`src/rtl/ws2812b_receiver_if.sv`:
```
// Serial input and frame-buffer write port of the WS2812B receiver.
// The receiver uses the slave modport; whatever drives the line uses master.
interface ws2812b_receiver_if;
  logic        din;
  logic        ram_we;
  logic [9:0]  ram_addr;
  logic [23:0] ram_data;
  logic        frame_done;
  logic [10:0] pixel_count;
  logic        error;

  modport slave (
    input  din,
    output ram_we, ram_addr, ram_data, frame_done, pixel_count, error
  );

  modport master (
    output din,
    input  ram_we, ram_addr, ram_data, frame_done, pixel_count, error
  );
endinterface

```
`src/rtl/ws2812b_receiver.sv`:
```
// WS2812B serial decoder: measures high-pulse widths on a synchronized line,
// assembles 24-bit pixels and writes them to a frame buffer, one frame per latch.
module ws2812b_receiver #(
  parameter int BIT_THRESH   = 12,
  parameter int GLITCH_MAX   = 2,
  parameter int LATCH_CYCLES = 1000,
  parameter int HIGH_TIMEOUT = 200
) (
  input  logic               clk,
  input  logic               reset,
  ws2812b_receiver_if.slave  bus
);

  localparam int LOW_W  = $clog2(LATCH_CYCLES + 1);
  localparam int HIGH_W = $clog2(HIGH_TIMEOUT + 1);

  localparam logic [LOW_W-1:0]  LATCH_L   = LOW_W'(LATCH_CYCLES);
  localparam logic [HIGH_W-1:0] TIMEOUT_H = HIGH_W'(HIGH_TIMEOUT);
  localparam logic [HIGH_W-1:0] GLITCH_H  = HIGH_W'(GLITCH_MAX);
  localparam logic [HIGH_W-1:0] THRESH_H  = HIGH_W'(BIT_THRESH);
  localparam logic [10:0]       ADDR_FULL = 11'd1024;

  typedef enum logic [1:0] {SYNC, LOW, HIGH} state_t;

  state_t            state, nxt_state;
  logic              din_m, din_s;
  logic [LOW_W-1:0]  low_cnt;
  logic [HIGH_W-1:0] high_cnt;
  logic [23:0]       shift;
  logic [23:0]       shift_nxt;
  logic [4:0]        bit_cnt;
  logic [10:0]       addr;
  logic              frame_active;

  logic              low_hit;
  logic              bit_evt, bit_val, eof_evt, timeout_evt;

  logic              ram_we_r;
  logic [9:0]        ram_addr_r;
  logic [23:0]       ram_data_r;
  logic              frame_done_r;
  logic [10:0]       pixel_count_r;
  logic              error_r;

  function automatic logic [LOW_W-1:0] sat_inc_low(input logic [LOW_W-1:0] v);
    return (v == LATCH_L) ? v : v + 1'b1;
  endfunction

  function automatic logic [HIGH_W-1:0] sat_inc_high(input logic [HIGH_W-1:0] v);
    return (v == TIMEOUT_H) ? v : v + 1'b1;
  endfunction

  assign low_hit   = (low_cnt == LATCH_L - 1'b1);
  assign shift_nxt = {shift[22:0], bit_val};

  always_ff @(posedge clk or posedge reset) begin
    if (reset) state <= SYNC;
    else       state <= nxt_state;
  end

  always_comb begin
    nxt_state   = state;
    bit_evt     = 1'b0;
    bit_val     = 1'b0;
    eof_evt     = 1'b0;
    timeout_evt = 1'b0;
    unique case (state)
      SYNC: begin
        if (!din_s && low_hit) nxt_state = LOW;
      end
      LOW: begin
        if (din_s)                      nxt_state = HIGH;
        else if (low_hit && frame_active) eof_evt = 1'b1;
      end
      HIGH: begin
        if (din_s) begin
          if (high_cnt == TIMEOUT_H - 1'b1) begin
            timeout_evt = 1'b1;
            nxt_state   = SYNC;
          end
        end else begin
          nxt_state = LOW;
          bit_evt   = (high_cnt > GLITCH_H);
          bit_val   = (high_cnt >= THRESH_H);
        end
      end
      default: nxt_state = SYNC;
    endcase
  end

  // Synchronizer and pulse-width counters
  always_ff @(posedge clk or posedge reset) begin
    if (reset) begin
      din_m    <= 1'b0;
      din_s    <= 1'b0;
      low_cnt  <= '0;
      high_cnt <= '0;
    end else begin
      din_m <= bus.din;
      din_s <= din_m;
      unique case (state)
        SYNC: low_cnt <= din_s ? '0 : sat_inc_low(low_cnt);
        LOW: begin
          if (din_s) high_cnt <= HIGH_W'(1);
          else       low_cnt  <= sat_inc_low(low_cnt);
        end
        HIGH: begin
          if (!din_s)          low_cnt  <= LOW_W'(1);
          else if (timeout_evt) low_cnt <= '0;
          else                 high_cnt <= sat_inc_high(high_cnt);
        end
        default: ;
      endcase
    end
  end

  // Pixel assembly, frame-buffer writes and frame bookkeeping
  always_ff @(posedge clk or posedge reset) begin
    if (reset) begin
      shift         <= '0;
      bit_cnt       <= '0;
      addr          <= '0;
      frame_active  <= 1'b0;
      ram_we_r      <= 1'b0;
      ram_addr_r    <= '0;
      ram_data_r    <= '0;
      frame_done_r  <= 1'b0;
      pixel_count_r <= '0;
      error_r       <= 1'b0;
    end else begin
      ram_we_r     <= 1'b0;
      frame_done_r <= 1'b0;
      if (bit_evt) begin
        frame_active <= 1'b1;
        // First bit of a new frame clears the previous frame's error.
        if (!frame_active) error_r <= 1'b0;
        if (bit_cnt == 5'd23) begin
          bit_cnt <= '0;
          shift   <= '0;
          if (addr == ADDR_FULL) begin
            error_r <= 1'b1;
          end else begin
            ram_we_r   <= 1'b1;
            ram_data_r <= shift_nxt;
            ram_addr_r <= addr[9:0];
            addr       <= addr + 1'b1;
          end
        end else begin
          shift   <= shift_nxt;
          bit_cnt <= bit_cnt + 1'b1;
        end
      end else if (eof_evt) begin
        frame_done_r  <= 1'b1;
        pixel_count_r <= addr;
        addr          <= '0;
        bit_cnt       <= '0;
        shift         <= '0;
        frame_active  <= 1'b0;
        if (bit_cnt != 5'd0) error_r <= 1'b1;
      end else if (timeout_evt) begin
        // A stuck-high line aborts the whole frame; decoding restarts after resync.
        error_r      <= 1'b1;
        bit_cnt      <= '0;
        shift        <= '0;
        addr         <= '0;
        frame_active <= 1'b0;
      end
    end
  end

  assign bus.ram_we      = ram_we_r;
  assign bus.ram_addr    = ram_addr_r;
  assign bus.ram_data    = ram_data_r;
  assign bus.frame_done  = frame_done_r;
  assign bus.pixel_count = pixel_count_r;
  assign bus.error       = error_r;

endmodule

```
`src/flat_wrapper.sv`:
```
// flat-port wrapper written by rule: the top's interface ports become plain ports
module ws2812b_receiver_flat 
#(
  parameter int BIT_THRESH   = 12,
  parameter int GLITCH_MAX   = 2,
  parameter int LATCH_CYCLES = 1000,
  parameter int HIGH_TIMEOUT = 200
)
  (clk, reset, bus_din, bus_ram_we, bus_ram_addr, bus_ram_data, bus_frame_done, bus_pixel_count, bus_error);
  ws2812b_receiver_if bus_i ();
  input  logic clk;
  input  logic reset;
  input wire logic [$bits(bus_i.din)-1:0] bus_din;
  output wire logic [$bits(bus_i.ram_we)-1:0] bus_ram_we;
  output wire logic [$bits(bus_i.ram_addr)-1:0] bus_ram_addr;
  output wire logic [$bits(bus_i.ram_data)-1:0] bus_ram_data;
  output wire logic [$bits(bus_i.frame_done)-1:0] bus_frame_done;
  output wire logic [$bits(bus_i.pixel_count)-1:0] bus_pixel_count;
  output wire logic [$bits(bus_i.error)-1:0] bus_error;
  assign bus_i.din = bus_din;
  assign bus_ram_we = bus_i.ram_we;
  assign bus_ram_addr = bus_i.ram_addr;
  assign bus_ram_data = bus_i.ram_data;
  assign bus_frame_done = bus_i.frame_done;
  assign bus_pixel_count = bus_i.pixel_count;
  assign bus_error = bus_i.error;
  ws2812b_receiver #(.BIT_THRESH(BIT_THRESH), .GLITCH_MAX(GLITCH_MAX), .LATCH_CYCLES(LATCH_CYCLES), .HIGH_TIMEOUT(HIGH_TIMEOUT)) u_core (.clk(clk), .reset(reset), .bus(bus_i));
endmodule
```
`config.mk`:
```
export PLATFORM = sky130hd
export DESIGN_NAME = ws2812b_receiver_flat
export DESIGN_NICKNAME = d
export VERILOG_FILES = /design/src/rtl/ws2812b_receiver_if.sv /design/src/rtl/ws2812b_receiver.sv /design/src/flat_wrapper.sv
export SDC_FILE = /design/constraint.sdc
export NUM_CORES = 1
export LEC_CHECK = 0
export BUFFER_PORTS_ARGS = -buffer_cell sky130_fd_sc_hd__buf_2
export CORE_ASPECT_RATIO = 0.6
export CORE_MARGIN = 2
export CORE_UTILIZATION = 59
export CTS_CLUSTER_DIAMETER = 100
export DETAILED_ROUTE_END_ITERATION = 7
export HOLD_SLACK_MARGIN = 0.15
export PLACE_DENSITY = 0.78
export SLEW_MARGIN = 20
export SYNTH_ARGS = -nofsm -noshare
export SYNTH_HDL_FRONTEND = slang
export SYNTH_SLANG_ARGS = --single-unit
```
`constraint.sdc`:
```
create_clock -name clk -period 4.1 [get_ports clk]
set_input_delay 0.41 -clock clk [delete_from_list [all_inputs] [get_ports clk]]
set_output_delay 0.41 -clock clk [all_outputs]
set_load 0.1 [all_outputs]
```
Word level (Yosys, flattened, before mapping)
Index checks and enable logic that the tools add are counted.
{ "word_totals": {"word_cells": 111, "input_bits": 3, "regBits": 110, "output_inout_bits": 48} }
{ "classes": {"n_eq_ne": 19, "bitwise_logic": 2, "magnitude_cmp": 2, "mux": 54, "n_addsub": 4, "n_reduce_logical": 15} }
{ "op_table": {"columns": ["cell", "n"], "rows": [
  ["23-bit 2-to-1 mux", 4],
  ["11-bit 2-to-1 mux", 5],
  ["10-bit 2-to-1 mux", 5],
  ["8-bit 2-to-1 mux", 4],
  ["10-bit case mux with 3 select lines", 1],
  ["1-bit 2-to-1 mux", 25],
  ["10-bit equality test, second input constant", 2],
  ["5-bit 2-to-1 mux", 4],
  ["8-bit equality test, second input constant", 2],
  ["8-bit case mux with 2 select lines", 1],
  ["3-bit AND reduction", 4],
  ["11-bit by 1-bit adder with 11-bit output, second input constant", 1],
  ["11-bit equality test, second input constant", 1],
  ["10-bit by 1-bit adder with 10-bit output, second input constant", 1],
  ["2-bit != test, second input constant", 5],
  ["8-bit by 1-bit adder with 8-bit output, second input constant", 1],
  ["8-bit by 4-bit greater-or-equal comparator with 1-bit output, second input constant", 1],
  ["8-bit by 2-bit > comparator with 1-bit output, second input constant", 1],
  ["2-bit 2-to-1 mux", 4],
  ["2-bit by 1-bit != test with 1-bit output, second input constant", 3],
  ["3-bit != test, second input constant", 2],
  ["2-bit case mux with 3 select lines", 1],
  ["3-bit nonzero test", 2],
  ["5-bit by 1-bit adder with 5-bit output, second input constant", 1],
  ["12 further kinds", 15]
]} }

Logic depth before layout (Yosys ltp)
{ "depth": {"depth_word": 7, "depth_mapped": 9, "mapped_depth_nobuf": 8} }

Worst setup path before layout
Ideal clock, no wire load.
{ "synth_path": {"kind": "reg2reg", "startpoint": "reg u_core.state[0]", "endpoint": "reg u_core.addr[8]", "stages_incl_launch_ff": 9, "period_less_slack_ns": 1.978, "required_ns": 3.959, "path_slack_ns": 2.122, "t_arrival_ns": 1.837, "path_buffers": 1, "setup_ns": 0.141, "path_cell_list": "dfrtp_1 > inv_1 > ha_1 > and2b_1 > o21a_2 > nand3_2 > buf_4 > o311ai_0 > nand3_1"} }
{ "synth_via": {"elab_chain_len": 4, "word_cells_on_any_way": 11, "cone_classes": "4 x eq/ne; 5 x mux; 2 x reduce/logical"} }
{ "synth_lines": {"columns": ["element", "line_no", "rtl"], "rows": [
  ["from (decl)", "ws2812b_receiver.sv:25", "state_t state, nxt_state;"],
  ["from (signal assigned)", "ws2812b_receiver.sv:58", "else state <= nxt_state;"],
  ["2-bit equality test or 2-bit by 1-bit equality test with 1-bit output (tied branches)", "ws2812b_receiver.sv:67", "unique case (state)"],
  ["1-bit 2-to-1 mux", "ws2812b_receiver.sv:67", null],
  ["2-bit != test (no line) (tied with other cells)", null, null],
  ["3-bit AND reduction (no line) or 11-bit 2-to-1 mux (tied branches)", null, null],
  ["to (signal assigned)", "ws2812b_receiver.sv:146", "addr <= addr + 1'b1;"],
  ["to (decl)", "ws2812b_receiver.sv:32", "logic [10:0] addr;"]
]} }
Several ways; a longest one is shown, not always the timed one.
A chain may end at the register's enable or synchronous reset.

Worst setup path in the final report
{ "layout_path": {"startpoint": "reg u_core.state[0]", "endpoint": "reg u_core.addr[0]"} }
The elaborated chain is that of the path after synthesis.

==> results summary <==
The data arrival at the endpoint of the critical path is 3.12 ns. Sorting the synthesized cells by area gives the leading types as sky130_fd_sc_hd__dfrtp_1 (53%), sky130_fd_sc_hd__nand2_1 (10%), sky130_fd_sc_hd__o21ai_0 (5.2%), sky130_fd_sc_hd__nand3_1 (4.1%), sky130_fd_sc_hd__ha_1 (3.2%). Counting flops and latches in the post-synthesis netlist gives 110.

The library cell used as clock root buffer is sky130_fd_sc_hd__clkbuf_16. The post-CTS setup buffer count is 0. The fmax is 0.347 GHz.

The H-tree depth came out at 3. The worst endpoint required time is about 4.3 ns. The largest total area in the synthesized netlist belongs to sky130_fd_sc_hd__dfrtp_1. The initial utilization of the core area, before any placement, comes to around three fifths. For this block, the initial DRC count from the detailed router was around 360. The commonest cells after synthesis are sky130_fd_sc_hd__nand2_1 (138), sky130_fd_sc_hd__dfrtp_1 (110), sky130_fd_sc_hd__o21ai_0 (53), sky130_fd_sc_hd__nand3_1 (42), sky130_fd_sc_hd__nor2_1 (20). Averaged over all synthesized cells, the footprint is 9.59 um2. The combined area of the multi-input logic cells came out at 0.00219 mm2. At the later pin of the worst-skew pair, clock insertion delay measures 0.35 ns.

The core region is about 0.0085 mm2. The synthesized area is 0.00515 mm2. The total via count in the routed design is 4109. The residual antenna-violating net count after detailed routing came out at 0. The post-place instance area came out at 0.00542 mm2. The cts-stage hold buffer count came out at 0. The total clock buffers created by CTS came out at 9. Yosys mapped a number of flops with a built-in enable equal to 0. The synthesized netlist cell count is 537. The signal on the critical path passes through inv_1 -> ha_1 -> and2b_1 -> o21a_2 -> buf_4 -> nand3_2 -> inv_2 -> a21oi_4 -> mux2_2. After detailed routing, the number of remaining DRC violations is 0. Once the clock tree was built, the resizer swapped 0 gates to a different size. The final max-slew violation count came out at 0. The length of the first detailed-routing pass in iterations is 5. The final weighted congestion in routability-driven placement is 0.844. The number of core rows is 26. After Yosys synthesis, and, or, nand and nor cells account for 22.2% of the synthesized area. Among all cell types in the netlist, the one instantiated most often is sky130_fd_sc_hd__nand2_1. The final standard cell area without fillers is 0.00575 mm2. The worst setup path is captured at a register.

The startpoint class of the critical path is a register. The part of the cycle the worst path needs came out at around 70%. The fraction of the yosys area taken by sequential cells came out at 53.5%. The CTS sink count came out at 110.

The adder and majority gate portion of the synthesized area came out at 3.16%. The number of buffers and inverters on the critical path is 3. During synthesis, Yosys emitted a total of 0 warnings. After clock tree synthesis, the clock-pin slew on the worst setup and hold paths is approximately 0.07 ns. The multiplexer share of the synthesized area came out at around 3.0%. The combinational family with the most area after synthesis is simple AND/OR/NAND/NOR gates. The actual transition at the worst max-transition pin is 0.889 ns. The ratio of total power to cell area came out at 352 mW/mm2.

Setup repair after global routing left no endpoint under its margin. The global-route usage over all layers is 24.4%. The run finished with clean final reports. Across the whole layout, storage elements account for roughly 0.0028 mm2. The per-cell via count in the routed design came out at 5.95. The antenna cell count is 0.

The via count of the first global-routing pass is roughly 3800. The routed length per placed instance came out at 16.1 um. The top cell type's share of synthesized area came out at roughly 53%. The smallest clock period supported by the final layout is computed as 2.88 ns. The overall die height is 76.4 um. The post-route setup TNS is 0 ns. After Yosys synthesis, XOR and XNOR cells account for less than 1% of the synthesized area. The relative slew slack came out at 40.7%. Yosys mapped the design onto 63 distinct sky130hd cell types. The number of filler instances in the final layout came out at 664.

The CTS tree is yes. The number of antenna violations at the first check in global routing came out at 0. The cell class contributing the biggest share of worst-path delay is buffers and inverters.

During I/O placement, the number of pins put on the boundary was 51. The signed area change from the synthesized netlist to the final layout came out at 11.6%. The area of the die came out at 0.00951 mm2.

The clock passes through at most 2 buffers. Overall power consumption after layout is estimated at 2.02 mW. In this design, the stage delay of the slowest critical-path cell is around 0.59 ns. Port buffering added 50 buffers. The leakage power figure came out at 2.97 nW.

The most used flip-flop cell after synthesis is sky130_fd_sc_hd__dfrtp_1. The die is around 120 um wide. The synthesized-area fraction occupied by ao, oa, aoi and oai cells is a little over an eighth. The largest net degree at the start of global routing came out at 87. The maximum fanout along the worst path came out at 46. The proportion of register bits with asynchronous set or reset after synthesis came out at 100%. The detailed-route wire length came out at 11100 um. The count of endpoints failing hold in the final timing report came to 0. The maximum clock skew at final layout came out at 0.00613 ns.

The sum of overflow across all layers after global routing came out at 0. At the end of the flow, the number of nets in the layout was 590. The classification of the worst-slack hold path is in -> async. The total of endpoints with negative setup slack in the final report came out at 0. The worst setup path is of the reg -> reg kind. The global-route wire length before repair is 18800 um. The slowest stage of the critical path belongs to the cell sky130_fd_sc_hd__inv_2. Across the run, the number of max-cap violations was 0. The HPWL after detailed placement came out at 7230 um. The number of nets in the synthesized netlist came out at 553. The layout cell share with drive strength beyond 1 came out at 16.2%. IR analysis of the VDD net gives a maximum drop of 0.267 mV.
[kinds of logic after synthesis]
family          Yosys count
simple gates            246
flops                   110
compound gates          106
buf+inv                  45
fa+ha+maj                13
mux                      12
xor+xnor                  5
[area by class of cell]
cell class / instances / share of cell area (%)
timing repair buffer: 55 / 5.07
inverter: 16 / 1.13
clock inverter: 6 / 1.20
multi-input combinational: 382 / 38.1
sequential: 110 / 47.9
clock buffer: 10 / 4.16
tap: 112 / 2.44
[where the power goes]
group | switching (mW) | total (mW) | internal [mW]
Sequential | 0.00509 | 1.09 | 1.09
Clock | 0.402 | 0.895 | 0.494
Combinational | 0.0287 | 0.0352 | 0.00649
Total | 0.435 | 2.02 | 1.59
[worst paths after layout]
path                                      start                     end  slack [ns]  depth (start not counted)
worst max-delay path            u_core.state[0]          u_core.addr[0]        1.22                          9
worst min-delay path                      reset      u_core.high_cnt[6]        0.16                          2
worst max register to register  u_core.state[0]          u_core.addr[0]        1.22                          9
worst min register to register     u_core.din_m            u_core.din_s        0.35                          0
max in group asynchronous                 reset  u_core.bus.ram_data[5]        3.12                          3
min in group clk                        bus_din            u_core.din_m        0.16                          1
[metal layers]
metal | track usage [%] | vias to the layer above | wire length, um
met4 | 6.29 | 0 | 125
li1 | - | 1930 | -
met1 | 35.4 | 2035 | 5320
met3 | 5.97 | 11 | 591
met5 | 0 | - | 0
met2 | 37.4 | 133 | 5080
[worst register-to-register path: cells and delay by family (launching register included)]
kind | cells | cell delay, ns
adders and majority gates | 1 | 0.30
DFF | 1 | 0.43
and+or+nand+nor | 2 | 0.46
buffers and inverters | 3 | 1.01
AOI/OAI and AO/OA | 2 | 0.28
muxes | 1 | 0.30
[flip-flops by register name, indices dropped and copies added (netlist names), 5 cells and up]
signal                  cells
u_core.addr                11
u_core.bit_cnt              5
u_core.bus.pixel_count     11
u_core.bus.ram_addr        10
u_core.bus.ram_data        24
u_core.high_cnt             8
u_core.low_cnt             10
u_core.shift               23
[cells in the final DEF (no fill, tap or decap), types with 4 or more instances in the layout]
| cell | synthesis | layout |
|---|---|---|
| sky130_fd_sc_hd__and3_1 | 11 | 11 |
| sky130_fd_sc_hd__o22a_1 | 5 | 5 |
| sky130_fd_sc_hd__inv_1 | 15 | 14 |
| sky130_fd_sc_hd__nand2_1 | 138 | 138 |
| sky130_fd_sc_hd__nor3_1 | 4 | 4 |
| sky130_fd_sc_hd__a31oi_1 | 5 | 5 |
| sky130_fd_sc_hd__o21ai_0 | 53 | 53 |
| sky130_fd_sc_hd__nand3_1 | 42 | 42 |
| sky130_fd_sc_hd__mux2_2 | 6 | 6 |
| sky130_fd_sc_hd__buf_2 | 10 | 50 |
| sky130_fd_sc_hd__dfrtp_1 | 110 | 110 |
| sky130_fd_sc_hd__mux2_4 | 5 | 5 |
| sky130_fd_sc_hd__nand4_1 | 4 | 4 |
| sky130_fd_sc_hd__a21oi_1 | 8 | 8 |
| sky130_fd_sc_hd__o31ai_1 | 7 | 7 |
| sky130_fd_sc_hd__ha_1 | 13 | 13 |
| sky130_fd_sc_hd__nor2_1 | 20 | 20 |
| sky130_fd_sc_hd__clkbuf_16 | 0 | 9 |
| sky130_fd_sc_hd__buf_4 | 2 | 4 |
[per-stage QoR]
step	cells	util [%]	worst slack [ns]	hold WS, ns
5_1_grt	691	67.7	1.01	0.157
6_report	691	67.7	1.22	0.160
2_1_floorplan	537	-	0.788	0.331
3_5_place_dp	674	63.9	1.28	0.339
3_3_place_gp	674	63.9	1.39	0.338
4_1_cts	690	67.5	1.25	0.153
Power figures use the tool's default switching activity.
